`config.mk`:
```
export PLATFORM = sky130hd
export DESIGN_NAME = led_trail_pwm_flat
export DESIGN_NICKNAME = d
export VERILOG_FILES = /design/src/rtl/led_trail_if.sv /design/src/rtl/led_trail_pwm.sv /design/src/flat_wrapper.sv
export SDC_FILE = /design/constraint.sdc
export NUM_CORES = 1
export LEC_CHECK = 0
export ABC_AREA = 1
export BUFFER_PORTS_ARGS = -buffer_cell sky130_fd_sc_hd__buf_2
export CAP_MARGIN = 20
export CORE_MARGIN = 2
export CORE_UTILIZATION = 50
export DETAILED_ROUTE_END_ITERATION = 10
export PLACE_DENSITY = 0.65
export REMOVE_ABC_BUFFERS = 1
export SYNTH_ARGS = -nofsm -noshare
export SYNTH_HDL_FRONTEND = slang
export SYNTH_SLANG_ARGS = --single-unit
```
`constraint.sdc`:
```
create_clock -name clk -period 2.35 [get_ports clk]
set_clock_uncertainty 0.2 [all_clocks]
set_input_delay 0.235 -clock clk [delete_from_list [all_inputs] [get_ports clk]]
set_output_delay 0.235 -clock clk [all_outputs]
set_load 0.005 [all_outputs]
```
`src/rtl/led_trail_if.sv`:
```
// Pattern-in / PWM-out bundle between the LED chaser
// and the comet-trail PWM stage.
interface led_trail_if #(
  parameter int LED_N = 8
);
  logic             enable;
  logic [LED_N-1:0] pat_in;
  logic [LED_N-1:0] led_out;
  logic             pwm_wrap;

  modport master (
    output enable,
    output pat_in,
    input  led_out,
    input  pwm_wrap
  );

  modport slave (
    input  enable,
    input  pat_in,
    output led_out,
    output pwm_wrap
  );
endinterface

```
`src/rtl/led_trail_pwm.sv`:
```
// Comet-trail LED driver: per-LED brightness set by the
// chaser pattern, decayed on a slow tick, rendered as PWM.
module led_trail_pwm #(
  parameter int LED_N          = 8,
  parameter int PWM_BITS       = 8,
  parameter int DECAY_DIV      = 1000000,
  parameter int DECAY_CNT_BITS = 20,
  parameter int DECAY_STEP     = 16
) (
  input logic         clk,
  input logic         rst_n,
  led_trail_if.slave  bus
);

  localparam logic [PWM_BITS-1:0] MAX  = '1;
  localparam logic [PWM_BITS-1:0] LAST = MAX - 1'b1;
  localparam logic [PWM_BITS-1:0] STEP =
    PWM_BITS'(DECAY_STEP);
  localparam logic [DECAY_CNT_BITS-1:0] DEC_LAST =
    DECAY_CNT_BITS'(DECAY_DIV - 1);

  logic [LED_N-1:0]          pat_q;
  logic [PWM_BITS-1:0]       bri    [LED_N];
  logic [PWM_BITS-1:0]       duty   [LED_N];
  logic [PWM_BITS-1:0]       bri_n  [LED_N];
  logic [PWM_BITS-1:0]       duty_n [LED_N];
  logic [LED_N-1:0]          led_n;
  logic [PWM_BITS-1:0]       pwm_cnt;
  logic [DECAY_CNT_BITS-1:0] dec_cnt;
  logic                      dec_tick;
  logic                      pwm_last;

  assign dec_tick = (dec_cnt == DEC_LAST);
  assign pwm_last = (pwm_cnt == LAST);

  // Set beats decay; decay saturates at zero.
  always_comb begin
    for (int i = 0; i < LED_N; i++) begin
      bri_n[i]  = bri[i];
      duty_n[i] = pwm_last ? bri[i] : duty[i];
      led_n[i]  = bus.enable & (pwm_cnt < duty[i]);
      if (pat_q[i])
        bri_n[i] = MAX;
      else if (dec_tick)
        bri_n[i] = (bri[i] > STEP) ? bri[i] - STEP : '0;
    end
  end

  always_ff @(posedge clk or negedge rst_n) begin
    if (!rst_n)
      pat_q <= '0;
    else
      pat_q <= bus.pat_in;
  end

  always_ff @(posedge clk or negedge rst_n) begin
    if (!rst_n) begin
      pwm_cnt      <= '0;
      dec_cnt      <= '0;
      bus.led_out  <= '0;
      bus.pwm_wrap <= 1'b0;
      for (int i = 0; i < LED_N; i++) begin
        bri[i]  <= '0;
        duty[i] <= '0;
      end
    end else if (!bus.enable) begin
      pwm_cnt      <= '0;
      dec_cnt      <= '0;
      bus.led_out  <= '0;
      bus.pwm_wrap <= 1'b0;
      for (int i = 0; i < LED_N; i++) begin
        bri[i]  <= '0;
        duty[i] <= '0;
      end
    end else begin
      pwm_cnt      <= pwm_last ? '0 : pwm_cnt + 1'b1;
      dec_cnt      <= dec_tick ? '0 : dec_cnt + 1'b1;
      bus.led_out  <= led_n;
      bus.pwm_wrap <= pwm_last;
      for (int i = 0; i < LED_N; i++) begin
        bri[i]  <= bri_n[i];
        duty[i] <= duty_n[i];
      end
    end
  end

endmodule
```
`src/flat_wrapper.sv`:
```
// flat-port wrapper written by rule: the top's interface ports become plain ports
module led_trail_pwm_flat 
#(
  parameter int LED_N          = 8,
  parameter int PWM_BITS       = 8,
  parameter int DECAY_DIV      = 1000000,
  parameter int DECAY_CNT_BITS = 20,
  parameter int DECAY_STEP     = 16
)
  (clk, rst_n, bus_enable, bus_pat_in, bus_led_out, bus_pwm_wrap);
  led_trail_if #(.LED_N(LED_N)) bus_i ();
  input logic clk;
  input logic rst_n;
  input wire logic [$bits(bus_i.enable)-1:0] bus_enable;
  input wire logic [$bits(bus_i.pat_in)-1:0] bus_pat_in;
  output wire logic [$bits(bus_i.led_out)-1:0] bus_led_out;
  output wire logic [$bits(bus_i.pwm_wrap)-1:0] bus_pwm_wrap;
  assign bus_i.enable = bus_enable;
  assign bus_i.pat_in = bus_pat_in;
  assign bus_led_out = bus_i.led_out;
  assign bus_pwm_wrap = bus_i.pwm_wrap;
  led_trail_pwm #(.LED_N(LED_N), .PWM_BITS(PWM_BITS), .DECAY_DIV(DECAY_DIV), .DECAY_CNT_BITS(DECAY_CNT_BITS), .DECAY_STEP(DECAY_STEP)) u_core (.clk(clk), .rst_n(rst_n), .bus(bus_i));
endmodule
```
==> results.ini <==
[status]
status = completed

[worst_hold_path]
min-delay-path-class = input pin to flip-flop
hold_start = bus_enable

[sta]
fmax_mhz = 517
setup_violations = 0
period_needed_ns = 1.94
drv_slew = 0
tightest_slew_ns = 0.690
hold_viol_final = 0
period_share_pct = 82.4
finalSetupTns_ns = 0
layout_setup_ws_ns = 0.414
slew_headroom_pct = 53.9
rsz0062_at_grt = no

[pwr]
totalPowerFinal_w = 0.00581
power_density_mw_per_mm2 = 690
max-vdd-ir-drop_v = 0.000536
p_leak_nw = 4.29

[place]
globalplace.congestion = 0.806
hpwl_mm = 10.3
place_ws_ns = 0.424
dpl.cell_count = 1117
portBuffers = 19

[clock_tree]
cts_tree = done
cts.repair.resized = 0
cts_sinks = 125
root_buffer = clkbuf_16
clockBufferDepth = 2
h-tree-depth = 4
cts_buffers = 17
clk_pin_slew_ns = 0.06
clk_latency_ns = 0.42
cts_hold_buf = 9
cts_setup_buffers = 0

[critical_path]
cp_cell_sequence = ha_1 -> inv_1 -> nor3_4 -> nand3_2 -> buf_4 -> nand3_2 -> nand2_1 -> nand2_1
critPathSlowestCell = buf_4
crit_family = buffers and inverters
end_kind = flip-flop
regToRegStartpoint = u_core.dec_cnt[0]
start_kind = flip-flop
crit_type = flip-flop to flip-flop
critPathLaunch = u_core.dec_cnt[0]
worstPathRequired_ns = 2.46
critPathArrivalTime_ns = 2.05
cp_slowest_stage_delay_ns = 0.41
path_buf_inv = 2
critPathMaxFanout = 40

[layout]
regArea_mm2 = 0.00313
nNetsFinal = 1047
multi_input_area_mm2 = 0.00355
final_cells = 1157
drive_gt1_share_pct = 8.63
fillers = 1291
area_growth_pct = 14.7
antennaDiodeCount = 0

[global_routing]
grt_max_degree = 61
grt.overflow.total = 0
grt_pass1_vias = 5596
grt_pass1_wl_mm = 26.6
antenna_found_initial = 0
grt.total_usage_pct = 21.1

[floorplan]
rows = 44
die_x_um = 125
fp.dieArea_mm2 = 0.0157
die_h_um = 125
io_pins = 20
core_area_mm2 = 0.0144
start_util_pct = 50.9

[route]
drtIter0Drc = 403
top_layer = met4
met1_length_mm = 7.68
final_antenna_net_count = 0
routed_wl_mm = 15.5
viasPerCell = 5.17
wl_met3_um = 449
drc = 0
via_count = 5987
drtPass1Iterations = 5
wl_met2_mm = 7.08
wire_per_inst_um = 13.4

[logic_synthesis]
ys_types = 28
yosysTopAreaCell = dfrtp_1
syn_area_per_cell_um2 = 8.00
ys_ff_latch = 125
synth_top_area_share_pct = 42.6
netlist_instances = 917
synth_area_leaders = dfrtp_1, ha_1, nand2_1
synth_common_cells = nand2_1, inv_1, dfrtp_1
yosys_most_used_dff = dfrtp_1
synth_most_common_cell = nand2_1
syn-cell-area_mm2 = 0.00734
synth_edf_count = 0
async_flop_share_pct = 100
yosysSeqAreaShare_pct = 42.6
ys_warn_count = 0

[run]
drv_cap = 0

==> cell type report <==
class	count	area share, %
flip-flops and latches	125	37.2
clock inverters	14	2.05
repair buffers	51	4.62
inverters	138	6.15
multi-input cells	628	42.2
clock buffers	17	5.05
well taps	184	2.73
==> layout by cell type (no fill, tap or decap) <==
| master | count |
|---|---|
| a211oi_1 | 8 |
| a21oi_1 | 44 |
| buf_12 | 2 |
| buf_2 | 18 |
| buf_4 | 21 |
| buf_6 | 1 |
| bufinv_16 | 3 |
| clkbuf_16 | 17 |
| clkinv_1 | 1 |
| clkinv_2 | 3 |
| clkinv_4 | 6 |
| clkinvlp_4 | 2 |
| dfrtp_1 | 125 |
| dlygate4sd3_1 | 9 |
| ha_1 | 75 |
| inv_1 | 135 |
| inv_2 | 2 |
| nand2_1 | 226 |
| nand2_4 | 1 |
| nand3_1 | 58 |
| nand3_2 | 6 |
| nand3b_1 | 1 |
| nand4_1 | 37 |
| nor2_1 | 89 |
| nor2_2 | 1 |
| nor3_1 | 6 |
| nor3_4 | 1 |
| nor3b_1 | 2 |
| o21a_1 | 1 |
| o21ai_0 | 14 |
| o22ai_1 | 40 |
| xnor2_1 | 7 |
| xor2_1 | 11 |
==> cell families (layout without fill, tap and decap cells) <==
group | after synthesis | count (layout) | synth area share, %
AO/OA/AOI/OAI | 107 | 107 | 8.29
XOR/XNOR | 18 | 18 | 2.15
adder cells (fa/ha/maj) | 75 | 75 | 12.8
buffers and inverters | 164 | 220 | 8.93
flip-flops | 125 | 125 | 42.6
AND/OR/NAND/NOR | 428 | 428 | 25.2
==> worst reg2reg max path, stage by stage, from the launching register on <==
cell     delay [ns]
dfrtp_1        0.39
ha_1           0.23
inv_1          0.10
nor3_4         0.05
nand3_2        0.09
buf_4          0.41
nand3_2        0.19
nand2_1        0.11
nand2_1        0.05
==> through the flow <==
| stage | utilization [%] | hold slack, ns | area (um2) |
|---|---|---|---|
| 6_report | 58.4 | 0.0984 | 8420 |
| 5_1_grt | 58.4 | 0.111 | 8420 |
| 4_1_cts | 58.4 | 0.0788 | 8420 |
| 3_5_place_dp | 53.6 | 0.0569 | 7730 |
| 3_3_place_gp | 53.6 | 0.0531 | 7730 |
| 2_1_floorplan | - | -0.261 | 7200 |
==> sequential cells by signal, summed over array words and instances (netlist names) <==
| register | count |
|---|---|
| u_core.pat_q | 8 |
| u_core.dec_cnt | 20 |
| u_core.bus.pwm_wrap | 1 |
| u_core.duty | 40 |
| u_core.pwm_cnt | 8 |
| u_core.bus.led_out | 8 |
| u_core.bri | 40 |
==> worst paths after layout <==
check / endpoint / slack [ns] / cells after the start
worst max register to register: u_core.bri[55] / 0.41 / 8
worst min register to register: u_core.dec_cnt[0] / 0.26 / 1
min in group asynchronous: u_core.duty[54] / 0.17 / 2
worst max-delay path: u_core.bri[55] / 0.41 / 8
worst min-delay path: u_core.bri[50] / 0.1 / 4
max in group asynchronous: u_core.bus.led_out[3] / 1.17 / 3
==> power breakdown <==
part	switching (W)	leakage, nW	internal, W
sequential	0.0000912	1.66	0.00227
clock	0.00100	0.289	0.00166
combinational	0.000497	2.35	0.000290
total	0.00159	4.29	0.00422
==> routing by layer <==
layer  vias to the layer above  GRT usage [%]
met5                         -              0
met4                         0           7.19
met3                        18           4.41
met2                        82           33.8
met1                      2808           28.8
li1                       3079              -
No activity file was read; power rests on OpenSTA's default activity.
